$ cat config.mk
export PLATFORM = sky130hd
export DESIGN_NAME = ddr_port0_arbiter
export DESIGN_NICKNAME = d
export VERILOG_FILES = /design/src/rtl/ddr_port0_arbiter.sv
export SDC_FILE = /design/constraint.sdc
export NUM_CORES = 1
export LEC_CHECK = 0
export CAP_MARGIN = 20
export CORE_MARGIN = 4
export CORE_UTILIZATION = 40
export DETAILED_ROUTE_END_ITERATION = 8
export PLACE_DENSITY = 0.8
export SYNTH_ARGS = -nofsm -noshare
export SYNTH_HDL_FRONTEND = slang
export SYNTH_SLANG_ARGS = --single-unit
$ cat constraint.sdc
create_clock -name clk -period 5.65 [get_ports clk]
set_clock_uncertainty 0.05 [all_clocks]
set_input_delay 1.4125 -clock clk [delete_from_list [all_inputs] [get_ports clk]]
set_output_delay 1.4125 -clock clk [all_outputs]
set_load 0.005 [all_outputs]
$ cat src/rtl/ddr_port0_arbiter.sv
// Arbiter for DDR port 0: sequences one MCB command at a time between the render
// writer and the display-fetch reader, gated on calibration and FIFO status.
module ddr_port0_arbiter #(
    parameter int STARVE_LIMIT = 64
) (
    input  logic        clk,
    input  logic        reset,
    input  logic        mem_calib_done,
    input  logic        wr_req,
    input  logic [29:0] wr_addr,
    input  logic [5:0]  wr_bl,
    output logic        wr_grant,
    output logic        wr_done,
    input  logic        rd_req,
    input  logic [29:0] rd_addr,
    input  logic [5:0]  rd_bl,
    output logic        rd_grant,
    output logic        rd_done,
    input  logic        rd_urgent,
    input  logic        p0_cmd_full,
    input  logic [6:0]  p0_wr_count,
    output logic        p0_cmd_en,
    output logic [2:0]  p0_cmd_instr,
    output logic [5:0]  p0_cmd_bl,
    output logic [29:0] p0_cmd_byte_addr,
    output logic [2:0]  state_dbg
);

    typedef enum logic [2:0] {
        CALIB = 3'd0,
        IDLE  = 3'd1,
        WAIT  = 3'd2,
        ISSUE = 3'd3,
        DONE  = 3'd4
    } state_t;

    localparam logic [7:0]  STARVE_LIM8 = 8'(STARVE_LIMIT);
    localparam logic [29:0] ADDR_MASK   = ~30'h3;

    state_t      state;
    state_t      state_next;
    logic        calib_meta;
    logic        calib_sync;
    logic        grant_q;
    logic        sel_rd;
    logic        last_rd;
    logic [29:0] lat_addr;
    logic [5:0]  lat_bl;
    logic [7:0]  starve_cnt;
    logic        pick_valid;
    logic        pick_rd;
    logic        take;
    logic        wait_ok;
    logic        write_busy;

    // Two-flop synchroniser for the asynchronous calibration flag
    always_ff @(posedge clk or negedge reset) begin
        if (!reset) begin
            calib_meta <= 1'b0;
            calib_sync <= 1'b0;
        end else begin
            calib_meta <= mem_calib_done;
            calib_sync <= calib_meta;
        end
    end

    // Winner selection: urgent read, starved write, sole requester, round-robin
    always_comb begin
        pick_valid = 1'b0;
        pick_rd    = 1'b0;
        if (rd_urgent && rd_req) begin
            pick_valid = 1'b1;
            pick_rd    = 1'b1;
        end else if (wr_req && (starve_cnt >= STARVE_LIM8)) begin
            pick_valid = 1'b1;
            pick_rd    = 1'b0;
        end else if (wr_req && !rd_req) begin
            pick_valid = 1'b1;
            pick_rd    = 1'b0;
        end else if (rd_req && !wr_req) begin
            pick_valid = 1'b1;
            pick_rd    = 1'b1;
        end else if (wr_req && rd_req) begin
            pick_valid = 1'b1;
            pick_rd    = !last_rd;
        end
    end

    assign take       = (state == IDLE) && calib_sync && pick_valid;
    assign write_busy = ((state == WAIT) || (state == ISSUE) || (state == DONE)) && !sel_rd;
    assign wait_ok    = !p0_cmd_full &&
                        (sel_rd || (p0_wr_count >= ({1'b0, lat_bl} + 7'd1)));

    always_ff @(posedge clk or negedge reset) begin
        if (!reset) begin
            state <= CALIB;
        end else begin
            state <= state_next;
        end
    end

    // Calibration loss aborts IDLE/WAIT at once but lets ISSUE/DONE run out
    always_comb begin
        state_next = state;
        case (state)
            CALIB: if (calib_sync) state_next = IDLE;
            IDLE: begin
                if (!calib_sync)     state_next = CALIB;
                else if (pick_valid) state_next = WAIT;
            end
            WAIT: begin
                if (!calib_sync)  state_next = CALIB;
                else if (wait_ok) state_next = ISSUE;
            end
            ISSUE:   state_next = DONE;
            DONE:    state_next = calib_sync ? IDLE : CALIB;
            default: state_next = CALIB;
        endcase
    end

    always_comb begin
        wr_grant  = grant_q && !sel_rd;
        rd_grant  = grant_q && sel_rd;
        p0_cmd_en = (state == ISSUE);
        wr_done   = (state == DONE) && !sel_rd;
        rd_done   = (state == DONE) && sel_rd;
        state_dbg = state;
    end

    assign p0_cmd_instr     = {2'b00, sel_rd};
    assign p0_cmd_bl        = lat_bl;
    assign p0_cmd_byte_addr = lat_addr;

    // Command latch, fairness history and write starvation counter
    always_ff @(posedge clk or negedge reset) begin
        if (!reset) begin
            grant_q    <= 1'b0;
            sel_rd     <= 1'b0;
            last_rd    <= 1'b1;
            lat_addr   <= '0;
            lat_bl     <= '0;
            starve_cnt <= '0;
        end else begin
            grant_q <= take;
            if (take) begin
                sel_rd   <= pick_rd;
                lat_addr <= (pick_rd ? rd_addr : wr_addr) & ADDR_MASK;
                lat_bl   <= pick_rd ? rd_bl : wr_bl;
            end
            if (state == ISSUE) begin
                last_rd <= sel_rd;
            end
            if (take && !pick_rd) begin
                starve_cnt <= '0;
            end else if (wr_req && !write_busy && (starve_cnt != 8'hFF)) begin
                starve_cnt <= starve_cnt + 8'd1;
            end
        end
    end

endmodule
==> summary.txt <==
Final Max Tran Viols: 0
Post-CTS Setup Repair Bufs: 0
H-tree levels: 2
DRT antenna net count: 0
Post-synth cell types: 48
GRT Total Usage: 0.186
Initial antenna violation count: 0
Seq pwr share: 0.403
Sequential area share after synthesis: 0.480
Max-cap violations: 0
Initial Utilization: 0.411
Number of synthesized register bits: 50
Final Non-Filler Cells: 430
Pin count of the biggest net entering global routing: 51
Hold path start: calib_meta$_DFF_PN0_
Reg2Reg Launch Point: state_dbg[1]$_DFFE_PN0P_
Vias in the first global route: 2,324
Area delta synth->final: 52.7%
Setup TNS: 0 ns
DR pass1 iterations: 4
Final Hold Viols: 0
Num rows: 29
Gpl congestion: 0.894
Placed cells: 421
Post-Syn Instances: 237
Placement Cell Area: 3860 um^2
Critical path origin: wr_req
Async SR Flop Fraction: 1.00
Syn. warnings: 0
Synthesized area: 2610 um^2
RSZ-0062 raised after global routing: false
Full die area: 7880 um^2
Slew @ Worst Pin: 0.959 ns
Resized Gates After CTS: 0
Proportion of layout cells with a drive suffix above 1: 0.0595
Max VDD drop: 0.000244 V
Core Region: 6350 um^2
Relative slew slack: 0.359
Setup Crit Path Kind: in -> reg
Routed len/inst: 17.2 um
Crit path launch type: input pin
Final WL: 7410 um
Min Clock Period, post-route: 3.58 ns
Most used flip-flop cell after synthesis: dfrtp_1
First-pass GRT wire length: 11,400 um
FMAX: 279 MHz
Net Sw Frac: 0.312
CP Capture Type: flop
DRT iter0 DRCs: 152
Sw Pwr: 0.507 mW
Pint: 1.12 mW
# port buffers: 124
Clock sinks: 50
Hold Slack: 0.312 ns
Clock-pin slew on the worst setup and hold paths: 0.10 ns
Outcome: finished, final reports clean
Post-CTS Hold Fix Bufs: 0
Cell area after layout: 3990 um^2
Antenna Cells: 0
Final worst path period share: 0.634
CTS tree: yes
CP Max Fanout: 40
Leak Pwr: 1.75 nW
Clock Power Share: 0.154
Gr ovfl total: 0
Pwr/cell area: 408 nW/um^2
Clock tree root buffer cell: clkbuf_8
Post-synth EDFFs: 0
Vias/cell: 5.66
# setup viols final: 0
# DRC: 0
IO Pins: 133
Hold Path Class: reg -> reg
Final #Nets: 447
Inserted Clock Buffers: 5
Vias: 2,432
Final Util: 0.628
Logic pwr share: 0.443
CP required: 5.83 ns
Clk buf depth: 2
DP HPWL: 5220 um
Die Span X: 88.8 um
Worst path arrival time: 3.76 ns
Later-pin clock latency in the skew report: 0.30 ns
Mapped Avg Cell Area: 11.0 um^2
Chip height: 88.8 um
## flip-flops by register name (all words and copies together) (netlist names)
signal,count
calib_sync,1
last_rd,1
grant_q,1
p0_cmd_bl,6
starve_cnt,8
p0_cmd_byte_addr,28
calib_meta,1
sel_rd,1
state_dbg,3
## cell usage after synthesis (2+ instances only)
library cell | n | area (um^2)
o21ai_0 | 8 | 40.0
a221o_1 | 34 | 340
nand4_1 | 3 | 18.8
or3_1 | 3 | 18.8
mux2_2 | 3 | 33.8
buf_6 | 2 | 22.5
buf_2 | 8 | 40.0
mux2i_1 | 2 | 20.0
buf_4 | 5 | 37.5
nor3b_1 | 2 | 15.0
ha_1 | 9 | 113
xnor2_1 | 2 | 17.5
dfrtp_1 | 49 | 1230
nor2_1 | 7 | 26.3
nand3b_1 | 3 | 22.5
and3b_1 | 2 | 17.5
a211oi_1 | 2 | 15.0
and3_1 | 37 | 231
xor2_1 | 2 | 17.5
nand2_1 | 6 | 22.5
clkbuf_1 | 7 | 26.3
o31ai_1 | 2 | 15.0
a21oi_1 | 3 | 15.0
inv_1 | 5 | 18.8
nor3_1 | 5 | 25.0
nand3_1 | 4 | 20.0
## cell families (layout without fill, tap and decap cells)
group | Yosys count | count (layout) | synth area share
and+or+nand+nor | 81 | 81 | 0.190
AOI/OAI and AO/OA | 59 | 59 | 0.195
DFF | 50 | 50 | 0.480
buffers and inverters | 28 | 141 | 0.0570
adders and majority gates | 9 | 9 | 0.0431
muxes | 5 | 5 | 0.0206
xor gates and xnor gates | 4 | 4 | 0.0134
other | 1 | 4 | 0.00144
## power groups by stage
stage	Sequential (mW)	Clock, mW	Combinational [mW]
2_1_floorplan	0.637	0	0.319
3_3_place_gp	0.650	0	0.707
3_5_place_dp	0.657	0	0.728
4_1_cts	0.653	0.257	0.730
5_1_grt	0.676	0.277	0.790
6_report	0.655	0.250	0.720
## worst max-delay path, cell delays in order
cell and delay [ns]:
clkdlybuf4s50_1 0.66, inv_2 0.08, o31a_1 0.30, buf_4 0.25
nor2_4 0.76, a221o_1 0.29
## through the flow
| step | total power [mW] | worst slack (ns) |
|---|---|---|
| 6_report | 1.63 | 2.07 |
| 5_1_grt | 1.74 | 1.95 |
| 4_1_cts | 1.64 | 2.05 |
| 3_5_place_dp | 1.39 | 1.75 |
| 3_3_place_gp | 1.36 | 1.78 |
| 2_1_floorplan | 0.956 | 2.90 |
## layer usage
metal / up-vias / global-route usage / routed length (um)
li1: 1142 / - / -
met3: 6 / 0.0587 / 696
met2: 103 / 0.318 / 3600
met5: - / 0 / 0
met1: 1181 / 0.225 / 3020
met4: 0 / 0.0563 / 95
## layout make-up
type                    count  area (um^2)
multi-input cells         162         1240
repair buffers            127         1270
inverters                   6         22.5
fillers                   522         2360
flip-flops and latches     50         1250
clock inverters             3         40.0
well taps                  77         96.3
clock buffers               5         68.8
## worst paths after layout
path                                                    end  slack [ns]  cells past startpoint
max                        p0_cmd_byte_addr[26]$_DFFE_PN0P_        2.07                      6
min                                    calib_sync$_DFF_PN0_        0.31                      0
max reg2reg                p0_cmd_byte_addr[26]$_DFFE_PN0P_        3.04                      4
min reg2reg                            calib_sync$_DFF_PN0_        0.31                      0
max in group asynchronous  p0_cmd_byte_addr[27]$_DFFE_PN0P_        4.14                      2
min in group asynchronous  p0_cmd_byte_addr[17]$_DFFE_PN0P_        0.91                      1
## cell usage in the layout, fill, tap and decap left out, drive strengths merged, types with 3 or more instances in the layout
| cell type | Yosys | layout |
|---|---|---|
| nor2 | 7 | 7 |
| buf | 15 | 4 |
| clkbuf | 7 | 5 |
| inv | 6 | 6 |
| a21oi | 3 | 3 |
| nand3 | 4 | 4 |
| ha | 9 | 9 |
| nor3 | 5 | 5 |
| nand2 | 6 | 6 |
| conb | 1 | 4 |
| dfrtp | 49 | 49 |
| nand4 | 3 | 3 |
| clkdlybuf4s50 | 0 | 123 |
| nand3b | 3 | 3 |
| and3 | 37 | 37 |
| or3 | 3 | 3 |
| a221o | 34 | 34 |
| o21ai | 9 | 9 |
| mux2 | 3 | 3 |
Power figures use the tool's default switching activity.
